===== src/rtl/mem_arbiter_pkg.sv =====
// Shared definitions for the two-requester memory arbiter.
//   - state_e      : arbiter FSM states
//   - REQ_CPU/DMA  : requester IDs, also the encoding of the 'last' register
//   - DefaultAw/Dw : default address / data widths
//   - is_arb_state : true in the states where a new winner may be picked
package mem_arbiter_pkg;

  localparam int unsigned DefaultAw = 16;
  localparam int unsigned DefaultDw = 16;

  localparam logic REQ_CPU = 1'b0;
  localparam logic REQ_DMA = 1'b1;

  typedef enum logic [2:0] {
    StIdle   = 3'd0,
    StGntCpu = 3'd1,
    StGntDma = 3'd2,
    StRspCpu = 3'd3,
    StRspDma = 3'd4
  } state_e;

  function automatic logic is_arb_state(state_e s);
    return (s == StIdle) || (s == StRspCpu) || (s == StRspDma);
  endfunction

endpackage


===== src/rtl/mem_arbiter_if.sv =====
// Bus bundle between the arbiter, its two requesters and the memory.
//   slave  : arbiter view (requests and mem_rdata in; acks, rdata and memory
//            command out)
//   master : requester/memory view (the mirror image)
interface mem_arbiter_if #(
  parameter int unsigned AW = 16,
  parameter int unsigned DW = 16
) ();

  // CPU requester
  logic          cpu_req;
  logic          cpu_we;
  logic [AW-1:0] cpu_adr;
  logic [DW-1:0] cpu_wdata;
  logic          cpu_ack;
  logic [DW-1:0] cpu_rdata;
  logic          cpu_stall;

  // DMA requester
  logic          dma_req;
  logic          dma_we;
  logic [AW-1:0] dma_adr;
  logic [DW-1:0] dma_wdata;
  logic          dma_lock;
  logic          dma_ack;
  logic [DW-1:0] dma_rdata;

  // Memory port
  logic [AW-1:0] mem_adr;
  logic          mem_we;
  logic [DW-1:0] mem_wdata;
  logic [DW-1:0] mem_rdata;

  modport slave (
    input  cpu_req, cpu_we, cpu_adr, cpu_wdata,
    output cpu_ack, cpu_rdata, cpu_stall,
    input  dma_req, dma_we, dma_adr, dma_wdata, dma_lock,
    output dma_ack, dma_rdata,
    output mem_adr, mem_we, mem_wdata,
    input  mem_rdata
  );

  modport master (
    output cpu_req, cpu_we, cpu_adr, cpu_wdata,
    input  cpu_ack, cpu_rdata, cpu_stall,
    output dma_req, dma_we, dma_adr, dma_wdata, dma_lock,
    input  dma_ack, dma_rdata,
    input  mem_adr, mem_we, mem_wdata,
    output mem_rdata
  );

endinterface


===== src/rtl/mem_arbiter_rr_pick.sv =====
// Combinational 2-way winner select.
//   cand_cpu_i/cand_dma_i : candidates already filtered by the FSM state
//   last_i                : requester granted most recently
//   lock_i, hold_cnt_i    : DMA burst lock and consecutive locked grants so far
//   valid_o               : at least one candidate
//   winner_o              : REQ_CPU or REQ_DMA (meaningful only with valid_o)
module mem_arbiter_rr_pick
  import mem_arbiter_pkg::*;
#(
  parameter int unsigned MAX_HOLD = 4,
  parameter int unsigned HW       = 3
) (
  input  logic          cand_cpu_i,
  input  logic          cand_dma_i,
  input  logic          last_i,
  input  logic          lock_i,
  input  logic [HW-1:0] hold_cnt_i,
  output logic          valid_o,
  output logic          winner_o
);

  localparam logic [HW-1:0] MaxHold = HW'(MAX_HOLD);

  always_comb begin
    valid_o  = cand_cpu_i | cand_dma_i;
    winner_o = REQ_CPU;
    if (cand_cpu_i && cand_dma_i) begin
      // A locked burst keeps the port until it has used up its hold budget.
      if (lock_i && (hold_cnt_i < MaxHold)) begin
        winner_o = REQ_DMA;
      end else begin
        winner_o = ~last_i;
      end
    end else if (cand_dma_i) begin
      winner_o = REQ_DMA;
    end
  end

endmodule


===== src/rtl/mem_arbiter.sv =====
// Two-requester arbiter (CPU, DMA) for a single synchronous memory port.
//   clk   : clock, all state changes on the rising edge
//   reset : synchronous, active-low
//   bus   : mem_arbiter_if.slave -- CPU and DMA request/ack channels plus the
//           registered memory command (mem_adr/mem_we/mem_wdata) and mem_rdata
// Each access takes a grant cycle (memory sees the command) followed by a
// response cycle (ack pulses, rdata is mem_rdata passed through).
module mem_arbiter
  import mem_arbiter_pkg::*;
#(
  parameter int unsigned AW       = DefaultAw,
  parameter int unsigned DW       = DefaultDw,
  parameter int unsigned MAX_HOLD = 4
) (
  input logic          clk,
  input logic          reset,
  mem_arbiter_if.slave bus
);

  localparam int unsigned HW = $clog2(MAX_HOLD + 1);
  localparam logic [HW-1:0] MaxHold = HW'(MAX_HOLD);

  state_e        state_q, state_d;
  logic          last_q, last_d;
  logic [HW-1:0] hold_cnt_q, hold_cnt_d;
  logic [AW-1:0] mem_adr_q, mem_adr_d;
  logic          mem_we_q, mem_we_d;
  logic [DW-1:0] mem_wdata_q, mem_wdata_d;
  logic          cpu_ack_q, cpu_ack_d;
  logic          dma_ack_q, dma_ack_d;

  logic arb_en;
  logic cand_cpu;
  logic cand_dma;
  logic pick_valid;
  logic pick_winner;
  logic grant_cpu;
  logic grant_dma;

  // The requester being acked this cycle is not re-admitted, except a locked
  // DMA burst which presents its next beat during the ack cycle.
  assign arb_en   = is_arb_state(state_q);
  assign cand_cpu = arb_en && bus.cpu_req && (state_q != StRspCpu);
  assign cand_dma = arb_en && bus.dma_req && ((state_q != StRspDma) || bus.dma_lock);

  mem_arbiter_rr_pick #(
    .MAX_HOLD(MAX_HOLD),
    .HW      (HW)
  ) u_rr_pick (
    .cand_cpu_i(cand_cpu),
    .cand_dma_i(cand_dma),
    .last_i    (last_q),
    .lock_i    (bus.dma_lock),
    .hold_cnt_i(hold_cnt_q),
    .valid_o   (pick_valid),
    .winner_o  (pick_winner)
  );

  assign grant_cpu = pick_valid && (pick_winner == REQ_CPU);
  assign grant_dma = pick_valid && (pick_winner == REQ_DMA);

  always_comb begin
    state_d     = state_q;
    last_d      = last_q;
    mem_adr_d   = mem_adr_q;
    mem_we_d    = mem_we_q;
    mem_wdata_d = mem_wdata_q;
    cpu_ack_d   = 1'b0;
    dma_ack_d   = 1'b0;

    case (state_q)
      StGntCpu: begin
        state_d   = StRspCpu;
        mem_we_d  = 1'b0;
        cpu_ack_d = 1'b1;
      end
      StGntDma: begin
        state_d   = StRspDma;
        mem_we_d  = 1'b0;
        dma_ack_d = 1'b1;
      end
      default: begin
        // StIdle, StRspCpu, StRspDma: arbitrate.
        if (grant_cpu) begin
          state_d     = StGntCpu;
          last_d      = REQ_CPU;
          mem_adr_d   = bus.cpu_adr;
          mem_we_d    = bus.cpu_we;
          mem_wdata_d = bus.cpu_wdata;
        end else if (grant_dma) begin
          state_d     = StGntDma;
          last_d      = REQ_DMA;
          mem_adr_d   = bus.dma_adr;
          mem_we_d    = bus.dma_we;
          mem_wdata_d = bus.dma_wdata;
        end else begin
          state_d  = StIdle;
          mem_we_d = 1'b0;
        end
      end
    endcase
  end

  // Counts DMA grants taken while the CPU was waiting.
  always_comb begin
    hold_cnt_d = hold_cnt_q;
    if (!bus.cpu_req || grant_cpu) begin
      hold_cnt_d = '0;
    end else if (grant_dma && (hold_cnt_q != MaxHold)) begin
      hold_cnt_d = hold_cnt_q + 1'b1;
    end
  end

  always_ff @(posedge clk) begin
    if (!reset) begin
      state_q     <= StIdle;
      last_q      <= REQ_DMA;
      hold_cnt_q  <= '0;
      mem_adr_q   <= '0;
      mem_we_q    <= 1'b0;
      mem_wdata_q <= '0;
      cpu_ack_q   <= 1'b0;
      dma_ack_q   <= 1'b0;
    end else begin
      state_q     <= state_d;
      last_q      <= last_d;
      hold_cnt_q  <= hold_cnt_d;
      mem_adr_q   <= mem_adr_d;
      mem_we_q    <= mem_we_d;
      mem_wdata_q <= mem_wdata_d;
      cpu_ack_q   <= cpu_ack_d;
      dma_ack_q   <= dma_ack_d;
    end
  end

  assign bus.mem_adr   = mem_adr_q;
  assign bus.mem_we    = mem_we_q;
  assign bus.mem_wdata = mem_wdata_q;
  assign bus.cpu_ack   = cpu_ack_q;
  assign bus.dma_ack   = dma_ack_q;
  assign bus.cpu_rdata = bus.mem_rdata;
  assign bus.dma_rdata = bus.mem_rdata;
  assign bus.cpu_stall = bus.cpu_req & ~cpu_ack_q;

endmodule

===== src/flat_wrapper.sv =====
// flat-port wrapper written by rule: the top's interface ports become plain ports
module mem_arbiter_flat import mem_arbiter_pkg::*;
#(
  parameter int unsigned AW       = DefaultAw,
  parameter int unsigned DW       = DefaultDw,
  parameter int unsigned MAX_HOLD = 4
)
  (clk, reset, bus_cpu_req, bus_cpu_we, bus_cpu_adr, bus_cpu_wdata, bus_cpu_ack, bus_cpu_rdata, bus_cpu_stall, bus_dma_req, bus_dma_we, bus_dma_adr, bus_dma_wdata, bus_dma_lock, bus_dma_ack, bus_dma_rdata, bus_mem_adr, bus_mem_we, bus_mem_wdata, bus_mem_rdata);
  mem_arbiter_if #(.AW(AW), .DW(DW)) bus_i ();
  input logic clk;
  input logic reset;
  input wire logic [$bits(bus_i.cpu_req)-1:0] bus_cpu_req;
  input wire logic [$bits(bus_i.cpu_we)-1:0] bus_cpu_we;
  input wire logic [$bits(bus_i.cpu_adr)-1:0] bus_cpu_adr;
  input wire logic [$bits(bus_i.cpu_wdata)-1:0] bus_cpu_wdata;
  output wire logic [$bits(bus_i.cpu_ack)-1:0] bus_cpu_ack;
  output wire logic [$bits(bus_i.cpu_rdata)-1:0] bus_cpu_rdata;
  output wire logic [$bits(bus_i.cpu_stall)-1:0] bus_cpu_stall;
  input wire logic [$bits(bus_i.dma_req)-1:0] bus_dma_req;
  input wire logic [$bits(bus_i.dma_we)-1:0] bus_dma_we;
  input wire logic [$bits(bus_i.dma_adr)-1:0] bus_dma_adr;
  input wire logic [$bits(bus_i.dma_wdata)-1:0] bus_dma_wdata;
  input wire logic [$bits(bus_i.dma_lock)-1:0] bus_dma_lock;
  output wire logic [$bits(bus_i.dma_ack)-1:0] bus_dma_ack;
  output wire logic [$bits(bus_i.dma_rdata)-1:0] bus_dma_rdata;
  output wire logic [$bits(bus_i.mem_adr)-1:0] bus_mem_adr;
  output wire logic [$bits(bus_i.mem_we)-1:0] bus_mem_we;
  output wire logic [$bits(bus_i.mem_wdata)-1:0] bus_mem_wdata;
  input wire logic [$bits(bus_i.mem_rdata)-1:0] bus_mem_rdata;
  assign bus_i.cpu_req = bus_cpu_req;
  assign bus_i.cpu_we = bus_cpu_we;
  assign bus_i.cpu_adr = bus_cpu_adr;
  assign bus_i.cpu_wdata = bus_cpu_wdata;
  assign bus_cpu_ack = bus_i.cpu_ack;
  assign bus_cpu_rdata = bus_i.cpu_rdata;
  assign bus_cpu_stall = bus_i.cpu_stall;
  assign bus_i.dma_req = bus_dma_req;
  assign bus_i.dma_we = bus_dma_we;
  assign bus_i.dma_adr = bus_dma_adr;
  assign bus_i.dma_wdata = bus_dma_wdata;
  assign bus_i.dma_lock = bus_dma_lock;
  assign bus_dma_ack = bus_i.dma_ack;
  assign bus_dma_rdata = bus_i.dma_rdata;
  assign bus_mem_adr = bus_i.mem_adr;
  assign bus_mem_we = bus_i.mem_we;
  assign bus_mem_wdata = bus_i.mem_wdata;
  assign bus_i.mem_rdata = bus_mem_rdata;
  mem_arbiter #(.AW(AW), .DW(DW), .MAX_HOLD(MAX_HOLD)) u_core (.clk(clk), .reset(reset), .bus(bus_i));
endmodule

===== config.mk =====
export PLATFORM = sky130hd
export DESIGN_NAME = mem_arbiter_flat
export DESIGN_NICKNAME = d
export VERILOG_FILES = /design/src/rtl/mem_arbiter_pkg.sv /design/src/rtl/mem_arbiter_if.sv /design/src/rtl/mem_arbiter_rr_pick.sv /design/src/rtl/mem_arbiter.sv /design/src/flat_wrapper.sv
export SDC_FILE = /design/constraint.sdc
export NUM_CORES = 1
export LEC_CHECK = 0
export BUFFER_PORTS_ARGS = -buffer_cell sky130_fd_sc_hd__buf_2
export CAP_MARGIN = 30
export CELL_PAD_IN_SITES_DETAIL_PLACEMENT = 0
export CELL_PAD_IN_SITES_GLOBAL_PLACEMENT = 1
export CORE_UTILIZATION = 33
export DETAILED_ROUTE_END_ITERATION = 16
export PLACE_DENSITY_LB_ADDON = 0.1
export SLEW_MARGIN = 5
export SYNTH_ARGS = -nofsm -noshare
export SYNTH_HDL_FRONTEND = slang
export SYNTH_SLANG_ARGS = --single-unit

===== constraint.sdc =====
create_clock -name clk -period 4.2 [get_ports clk]
set_input_delay 0 -clock clk [delete_from_list [all_inputs] [get_ports clk]]
set_output_delay 0 -clock clk [all_outputs]
set_load 0.005 [all_outputs]

==> results.json <==
{
  "holdWs_ns": 0.00000292,
  "clock_latency_ns": 0.29,
  "finalSetupViolations": 0,
  "synth_cell_types": 40,
  "final_cells": 468,
  "ant_nets": 0,
  "synth_common_cells": "41 x dfxtp_1, 36 x inv_1, 35 x buf_4",
  "die_area_mm2": 0.00809,
  "rows": 31,
  "coreArea_mm2": 0.00737,
  "cts_max_path_buffers": 2,
  "p_leak_nw": 1.50,
  "seq_area_frac_synth": 0.322,
  "drv_slew": 0,
  "nets": 458,
  "final_hold_viol_count": 0,
  "cpMaxStageDelayCell": "o31ai_4",
  "multi_input_area_mm2": 0.00120,
  "hpwl_um": 4530,
  "overflow": 0,
  "grt_first_pass_wirelength_um": 11500,
  "yosys-top-cells-area": "dfxtp_1 32%, a311oi_2 17%, buf_4 10%",
  "worstMarginPinSlew_ns": 1.15,
  "place_inst": 426,
  "p_sw_mw": 0.812,
  "drive_above_1_share": 0.423,
  "yosys_warnings": 0,
  "async_flop_share": 0,
  "postLayoutCellArea_mm2": 0.00333,
  "numCtsBuffers": 5,
  "critical_path_arrival_ns": 3.13,
  "p_seq_frac": 0.326,
  "synth_nets": 362,
  "seqCellArea_um2": 821,
  "min_period_ns": 2.89,
  "grt_setup_unrepaired": "false",
  "cts_tree": "done",
  "vias": 2301,
  "swShare": 0.429,
  "wl_um": 6990,
  "clock-sinks": 41,
  "drtIter0Drc": 116,
  "clock.fmax_mhz": 346,
  "status": "finished, final reports clean",
  "slew_headroom": 0.236,
  "post_drt_wl_per_cell_um": 14.9,
  "viasPerCell": 4.92,
  "ys_ff_latch": 41,
  "critical_path_class": "flip-flop to flip-flop",
  "n_antenna_cell": 0,
  "critical_path.top_delay_family": "compound AO/OA/AOI/OAI gates",
  "finish.utilization": 0.451,
  "syn-instance-count": 273,
  "setup_slack_ns": 1.31,
  "placed_area_mm2": 0.00288,
  "yosysMostFrequentCell": "dfxtp_1",
  "grt_pass1_vias": 2353,
  "portBuffers": 106,
  "period_share": 0.688,
  "ir_drop_mv": 0.202,
  "clock_skew_ns": 0.00319,
  "synth_top_area_cell": "dfxtp_1",
  "endpoint_kind": "flip-flop",
  "maxCapViolCount": 0,
  "floorplan.io_pins": 155,
  "grt_use_total": 0.175,
  "die_width_um": 89.9,
  "synth_top_area_share": 0.322,
  "intPower_mw": 1.08,
  "pwr-share-clk": 0.140,
  "min_path_type": "primary input to primary output",
  "first_pass_iters": 4,
  "power_mw": 1.89,
  "cp_max_fo": 21,
  "synth-main-ff-cell": "dfxtp_1",
  "synth_edf_count": 0,
  "htreeDepth": 2,
  "antenna_found_initial": 0,
  "required_ns": 4.44,
  "power.density_mw_per_mm2": 569,
  "cpPeakStageDelay_ns": 0.66,
  "grt_max_degree": 38,
  "drc": 0,
  "crit_chain": "or3b_4 > o31ai_4 > buf_4 > o221ai_1 > a21oi_1 > dlygate4sd3_1",
  "syn_area_mm2": 0.00255,
  "p_comb_frac": 0.534,
  "crit_buf_inv": 2,
  "syn_to_final_growth_pct": 30.3,
  "start_util": 0.346,
  "die_y_um": 89.9,
  "start_kind": "flip-flop",
  "clkTransAtPathRegs_ns": 0.08,
  "place.gp.congestion": 0.736,
  "finalSetupTns_ns": 0,
  "dp_worst_setup_slack_ns": 1.66,
  "fillers": 779,
  "synth.avg_cell_area_um2": 9.35,
  "cts_root_buf": "clkbuf_8"
}
[flip-flops by register name, summed over array words and instances (netlist names)]
signal and cells:
u_core.hold_cnt_q 3, u_core.bus.mem_wdata 16, u_core.bus.mem_adr 16, u_core.state_q 3, u_core.bus.mem_we 1, u_core.bus.cpu_ack 1
u_core.last_q 1
[power by group through the flow]
stage / logic (mW) / clock network, mW / registers, mW
after floorplan: 0.690 / 0 / 0.626
after global placement: 0.924 / 0 / 0.626
after detailed placement: 0.977 / 0 / 0.624
after CTS: 1.01 / 0.275 / 0.618
after global routing: 1.10 / 0.291 / 0.639
final: 1.01 / 0.266 / 0.617
[cell usage in the layout (no fill, tap or decap), drive strengths merged, types with 4 or more instances in the layout]
master / instances
buf: 112
dfxtp: 41
inv: 36
dlygate4sd3: 34
o31ai: 34
nor3: 32
a311oi: 32
clkbuf: 7
nor2b: 4
nand2: 4
[per-layer routing]
metal | up-vias | track usage | wire length (um)
li1 | 1162 | - | -
met1 | 1058 | 0.214 | 3140
met2 | 73 | 0.296 | 3280
met3 | 8 | 0.0558 | 499
met4 | 0 | 0.0457 | 72
met5 | - | 0 | 0
[what timing repair did]
action / 4_1_cts / 5_1_grt
hold endpoints to repair: 33 / 0
hold buffers: 34 / 0
buffers inserted: 0 / 0
gates resized for setup: 0 / 0
[kinds of logic after synthesis]
kind of cell               share of synthesized area
and+or+nand+nor                                0.127
DFF                                            0.322
AOI/OAI and AO/OA                              0.330
buffers and inverters                          0.211
adders and majority gates                    0.00980
[area by class of cell]
class / instances / area share
Inverter: 36 / 0.0406
Multi-Input combinational cell: 139 / 0.361
Timing Repair Buffer: 146 / 0.289
Tap cell: 99 / 0.0372
Clock buffer: 7 / 0.0259
Sequential cell: 41 / 0.247
[final timing paths]
path	from	endpoint	slack [ns]	depth (start not counted)
hold / removal	bus_mem_rdata[8]	bus_cpu_rdata[8]	0.000003	0
setup reg to reg	u_core.state_q[0]$_SDFF_PN0_	u_core.bus.mem_we$_SDFF_PP0_	1.31	6
hold reg to reg	u_core.last_q$_SDFFE_PN1P_	u_core.last_q$_SDFFE_PN1P_	0.57	2
setup / recovery	u_core.state_q[0]$_SDFF_PN0_	u_core.bus.mem_we$_SDFF_PP0_	1.31	6
No activity file was read; power rests on OpenSTA's default activity.
